$ cat src/rtl/sipo_param_if.sv
// Serial-in / word-out bundle for sipo_param.
// master drives the serial bits and word_ready_i; slave is the converter.
`timescale 1ns/1ps
interface sipo_param_if #(
    parameter int DATA_W = 8,
    parameter int CNT_W  = $clog2(DATA_W + 1)
);
    logic              data_serial_i;
    logic              valid_serial_i;
    logic              serial_ready_o;
    logic              flush_i;
    logic [DATA_W-1:0] data_parallel_o;
    logic [CNT_W-1:0]  nbits_o;
    logic              word_valid_o;
    logic              word_ready_i;
    logic              overflow_o;

    modport master (
        output data_serial_i, valid_serial_i, flush_i, word_ready_i,
        input  serial_ready_o, data_parallel_o, nbits_o,
        input  word_valid_o, overflow_o
    );

    modport slave (
        input  data_serial_i, valid_serial_i, flush_i, word_ready_i,
        output serial_ready_o, data_parallel_o, nbits_o,
        output word_valid_o, overflow_o
    );
endinterface

$ cat src/rtl/sipo_param.sv
// Serial-to-parallel converter with one-entry output register and backpressure.
// Optional partial-word flush is enabled by defining SIPO_FLUSH_EN.
`timescale 1ns/1ps
module sipo_param #(
    parameter int DATA_W    = 8,
    parameter int MSB_FIRST = 0,
    parameter int CNT_W     = $clog2(DATA_W + 1)
) (
    input logic         clk,
    input logic         rst_n,
    sipo_param_if.slave bus
);
    localparam logic [CNT_W-1:0] LAST   = CNT_W'(DATA_W - 1);
    localparam logic [CNT_W-1:0] FULL_N = CNT_W'(DATA_W);

    logic [DATA_W-1:0] acc;
    logic [DATA_W-1:0] acc_nx;
    logic [CNT_W-1:0]  cnt;
    logic [CNT_W-1:0]  cnt_inc;
    logic [CNT_W-1:0]  idx;
    logic [DATA_W-1:0] out_data;
    logic [CNT_W-1:0]  out_nbits;
    logic              out_full;
    logic              ovf;
    logic              ready;
    logic              accept;
    logic              last;
    logic              drain;
    logic              load;
    logic [CNT_W-1:0]  load_nbits;

    // Ready looks only at registered state, never at word_ready_i.
    assign ready   = !(out_full && cnt == LAST);
    assign accept  = bus.valid_serial_i && ready;
    assign last    = accept && cnt == LAST;
    assign drain   = out_full && bus.word_ready_i;
    assign idx     = (MSB_FIRST != 0) ? LAST - cnt : cnt;
    assign cnt_inc = cnt + CNT_W'(accept);

    always_comb begin
        acc_nx = acc;
        if (accept) acc_nx[idx] = bus.data_serial_i;
    end

`ifdef SIPO_FLUSH_EN
    logic pend;
    logic flush_req;
    logic reg_free;
    logic do_flush;

    assign flush_req = bus.flush_i || pend;
    assign reg_free  = !out_full || bus.word_ready_i;
    assign do_flush  = !last && flush_req &&
                       cnt_inc != '0 && reg_free;

    // A flush that finds the register busy waits here with its bits.
    always_ff @(posedge clk or negedge rst_n) begin
        if (!rst_n) begin
            pend <= 1'b0;
        end else if (last || do_flush) begin
            pend <= 1'b0;
        end else begin
            pend <= flush_req && cnt_inc != '0;
        end
    end

    always_comb begin
        load       = last;
        load_nbits = FULL_N;
        if (do_flush) begin
            load       = 1'b1;
            load_nbits = cnt_inc;
        end
    end
`else
    logic unused_flush;
    assign unused_flush = bus.flush_i;

    always_comb begin
        load       = last;
        load_nbits = FULL_N;
    end
`endif

    always_ff @(posedge clk or negedge rst_n) begin
        if (!rst_n) begin
            acc       <= '0;
            cnt       <= '0;
            out_data  <= '0;
            out_nbits <= '0;
            out_full  <= 1'b0;
            ovf       <= 1'b0;
        end else begin
            if (load) begin
                out_data  <= acc_nx;
                out_nbits <= load_nbits;
                out_full  <= 1'b1;
                acc       <= '0;
                cnt       <= '0;
            end else begin
                acc <= acc_nx;
                cnt <= cnt_inc;
                if (drain) out_full <= 1'b0;
            end
            if (bus.valid_serial_i && !ready) ovf <= 1'b1;
        end
    end

    assign bus.serial_ready_o  = ready;
    assign bus.data_parallel_o = out_data;
    assign bus.nbits_o         = out_nbits;
    assign bus.word_valid_o    = out_full;
    assign bus.overflow_o      = ovf;
endmodule

$ cat src/flat_wrapper.sv
// flat-port wrapper written by rule: the top's interface ports become plain ports
module sipo_param_flat 
#(
    parameter int DATA_W    = 8,
    parameter int MSB_FIRST = 0,
    parameter int CNT_W     = $clog2(DATA_W + 1)
)
  (clk, rst_n, bus_data_serial_i, bus_valid_serial_i, bus_flush_i, bus_word_ready_i, bus_serial_ready_o, bus_data_parallel_o, bus_nbits_o, bus_word_valid_o, bus_overflow_o);
  sipo_param_if #(.DATA_W(DATA_W), .CNT_W(CNT_W)) bus_i ();
  input logic clk;
  input logic rst_n;
  input wire logic [$bits(bus_i.data_serial_i)-1:0] bus_data_serial_i;
  input wire logic [$bits(bus_i.valid_serial_i)-1:0] bus_valid_serial_i;
  input wire logic [$bits(bus_i.flush_i)-1:0] bus_flush_i;
  input wire logic [$bits(bus_i.word_ready_i)-1:0] bus_word_ready_i;
  output wire logic [$bits(bus_i.serial_ready_o)-1:0] bus_serial_ready_o;
  output wire logic [$bits(bus_i.data_parallel_o)-1:0] bus_data_parallel_o;
  output wire logic [$bits(bus_i.nbits_o)-1:0] bus_nbits_o;
  output wire logic [$bits(bus_i.word_valid_o)-1:0] bus_word_valid_o;
  output wire logic [$bits(bus_i.overflow_o)-1:0] bus_overflow_o;
  assign bus_i.data_serial_i = bus_data_serial_i;
  assign bus_i.valid_serial_i = bus_valid_serial_i;
  assign bus_i.flush_i = bus_flush_i;
  assign bus_i.word_ready_i = bus_word_ready_i;
  assign bus_serial_ready_o = bus_i.serial_ready_o;
  assign bus_data_parallel_o = bus_i.data_parallel_o;
  assign bus_nbits_o = bus_i.nbits_o;
  assign bus_word_valid_o = bus_i.word_valid_o;
  assign bus_overflow_o = bus_i.overflow_o;
  sipo_param #(.DATA_W(DATA_W), .MSB_FIRST(MSB_FIRST), .CNT_W(CNT_W)) u_core (.clk(clk), .rst_n(rst_n), .bus(bus_i));
endmodule
$ cat config.mk
export PLATFORM = sky130hd
export DESIGN_NAME = sipo_param_flat
export DESIGN_NICKNAME = d
export VERILOG_FILES = /design/src/rtl/sipo_param_if.sv /design/src/rtl/sipo_param.sv /design/src/flat_wrapper.sv
export SDC_FILE = /design/constraint.sdc
export NUM_CORES = 1
export LEC_CHECK = 0
export BUFFER_PORTS_ARGS = -buffer_cell sky130_fd_sc_hd__buf_2
export CAP_MARGIN = 5
export CORE_UTILIZATION = 45
export DETAILED_ROUTE_END_ITERATION = 10
export PLACE_DENSITY = 0.69
export SYNTH_ARGS = -nofsm -noshare
export SYNTH_HDL_FRONTEND = slang
export SYNTH_SLANG_ARGS = --single-unit
$ cat constraint.sdc
create_clock -name clk -period 2.1 [get_ports clk]
set_clock_uncertainty 0.05 [all_clocks]
set_input_delay 0.21 -clock clk [delete_from_list [all_inputs] [get_ports clk]]
set_output_delay 0.21 -clock clk [all_outputs]
set_load 0.02 [all_outputs]
==> impl_metrics.ini <==
[setup_path]
cp-end-kind = flop
r2r_start = u_core.cnt[0]$_DFF_PN0_
slowest_stage = dfrtp_1
critPathRequiredTime_ps = 2270
worstPathCellList = and4b_2 > a21boi_1 > ha_1 > ha_1 > and2b_2
crit_arrival_ps = 2020
worstSetupStartpoint = u_core.cnt[0]$_DFF_PN0_
crit_top_cell = ha_1
crit_fanout = 12
cp-start-kind = flop
crit_path_max_incr_delay_ps = 540
critPathKind = flop to flop

[drt]
drtPass1Iterations = 3
avgRoutedWirePerCell_um = 13.2
vias = 722
drt_iter0_drc = 8
viasPerCell = 5.05
route.detailed.drc = 0
wirelength_mm = 1.89
antenna_left = 0

[cts]
numCtsBuffers = 3
cts_setup_buffers = 0
cts_root_buf = clkbuf_4
clk_pin_slew_worst_paths_ps = 120
cts_tree = built
cts_resized = 0
cts_buffer_depth = 2
clkSinkCount = 22
cts_hold_buf = 1
clkLatencyLatePin_ps = 310
htree_levels = 1

[sta]
final_hold_viol_count = 0
drv_slew = 0
timing.final.crit_share_pct = 88.4
finalSetupViolCount = 0
timing.fmax_ghz = 0.539
rsz0062_at_grt = no
finalSetupTns_ps = 0
hold_ws_ps = 116
period_needed_ps = 1860

[final_layout]
area_growth_pct = 12.6
diodes = 0
drive_gt1_share_pct = 31.3
nNetsFinal = 124
fillers = 212

[floorplanning]
dieHeight_um = 52.2
initial_core_util_pct = 49.3
die_w_um = 52.2
die-area_sq_um = 2720
io-pin-count = 21
rows = 17
coreArea_sq_um = 2300

[grt]
overflow = 0
antenna_found_initial = 0
gr-usage-all-layers_pct = 18.0
grt_pass1_vias = 753
grt_pass1_wl_mm = 3.44
grt_max_degree = 23

[logic_synthesis]
syn_area_sq_um = 1130
syn_inst = 97
yosysUniqueCellTypes = 34
avgSynthCellArea_sq_um = 11.7
synth-async-reset-ratio_pct = 100
synth-seq-area-share_pct = 48.6
synth_warnings = 0
synthFlopType = dfrtp_1
synth-edff-count = 0
ys_seq_elements = 22

[min_path]
min_from = bus_word_ready_i
hp-class = input port to flop

[placement]
dpl.hpwl_mm = 1.29
port_buffers = 16
place_congestion = 0.756

[run]
drv_cap = 0

[outcome]
status = completed

[pwr]
irDropWorstVdd_uv = 810
power_density_nw_per_um2 = 1460
leakage_uw = 0.000596
-- per-stage QoR --
step	instances	setup WS [ps]	instance area, sq um	util [%]	total power (uW)
6_report	143	244	1270	55.5	1860
3_3_place_gp	138	302	1210	52.8	1530
3_5_place_dp	138	260	1210	52.8	1560
2_1_floorplan	99	233	1140	-	1390
4_1_cts	143	248	1270	55.5	1890
5_1_grt	143	104	1270	55.5	2020
-- cell type report --
class | instances | area, sq um | share of cell area [%]
inverter | 12 | 45.0 | 3.53
sequential | 22 | 551 | 43.2
timing repair buffer | 21 | 120 | 9.42
tap | 28 | 35.0 | 2.75
clock inverter | 1 | 30.0 | 2.36
multi-input combinational | 56 | 472 | 37.0
clock buffer | 3 | 22.5 | 1.77
-- Yosys cell counts, types with 3 or more instances --
cell / count / area share (%)
inv_1: 12 / 4.0
dfrtp_1: 22 / 49
buf_4: 5 / 3.3
mux2i_1: 10 / 8.8
o22ai_1: 4 / 2.2
a21oi_1: 3 / 1.3
-- kinds of logic (layout without fill, tap and decap cells) --
logic type,count (synthesis),in the layout,synth area share (%)
xor+xnor,2,2,1.55
buf+inv,21,37,10.4
compound gates,15,15,8.95
other cells,1,3,0.331
simple gates,22,22,17.1
fa+ha+maj,2,2,2.21
mux,12,12,10.8
flops,22,22,48.6
-- metal layers --
| layer | track usage (%) | wire length (um) |
|---|---|---|
| met1 | 23.0 | 913 |
| met2 | 28.0 | 867 |
| met3 | 6.14 | 89 |
| met4 | 6.58 | 20 |
| met5 | 0 | 0 |
-- path summary, 6_finish.rpt --
kind	to	slack (ps)	cells past startpoint
max	u_core.cnt[1]$_DFF_PN0_	240	5
min	u_core.bus.word_valid_o$_DFFE_PN0P_	120	3
max reg2reg	u_core.cnt[1]$_DFF_PN0_	240	5
min reg2reg	u_core.bus.overflow_o$_DFFE_PN0P_	430	1
max in group asynchronous	u_core.bus.data_parallel_o[1]$_DFFE_PN0P_	1350	2
min in group asynchronous	u_core.bus.word_valid_o$_DFFE_PN0P_	320	2
-- cells in the final DEF, fill, tap and decap left out, drive strengths merged, types with 2 or more instances in the layout --
| master | n |
|---|---|
| clkbuf | 3 |
| or2 | 2 |
| nor2 | 2 |
| dfrtp | 22 |
| inv | 12 |
| o21a | 2 |
| buf | 20 |
| o32ai | 2 |
| and2b | 2 |
| mux2i | 10 |
| nand2 | 2 |
| a21oi | 3 |
| nor4b | 2 |
| and4bb | 2 |
| nand2b | 2 |
| conb | 3 |
| o22ai | 4 |
| nand4b | 2 |
| or4b | 2 |
| ha | 2 |
| mux2 | 2 |
-- where the power goes --
part,internal (uW),switching [uW]
clock network,193,129
registers,615,178
logic,359,386
total,1170,694
-- critical path: cells and delay by family, from the launching register on --
kind / cells / cell delay (ps)
DFF: 1 / 540
and+or+nand+nor: 2 / 520
adders and majority gates: 2 / 450
AOI/OAI and AO/OA: 1 / 200
-- registers in the layout, summed over array words and instances, names as in the netlist --
signal,count
u_core.bus.word_valid_o,1
u_core.bus.overflow_o,1
u_core.cnt,4
u_core.bus.nbits_o,1
u_core.bus.data_parallel_o,8
u_core.acc,7
No activity file was read; power rests on OpenSTA's default activity.
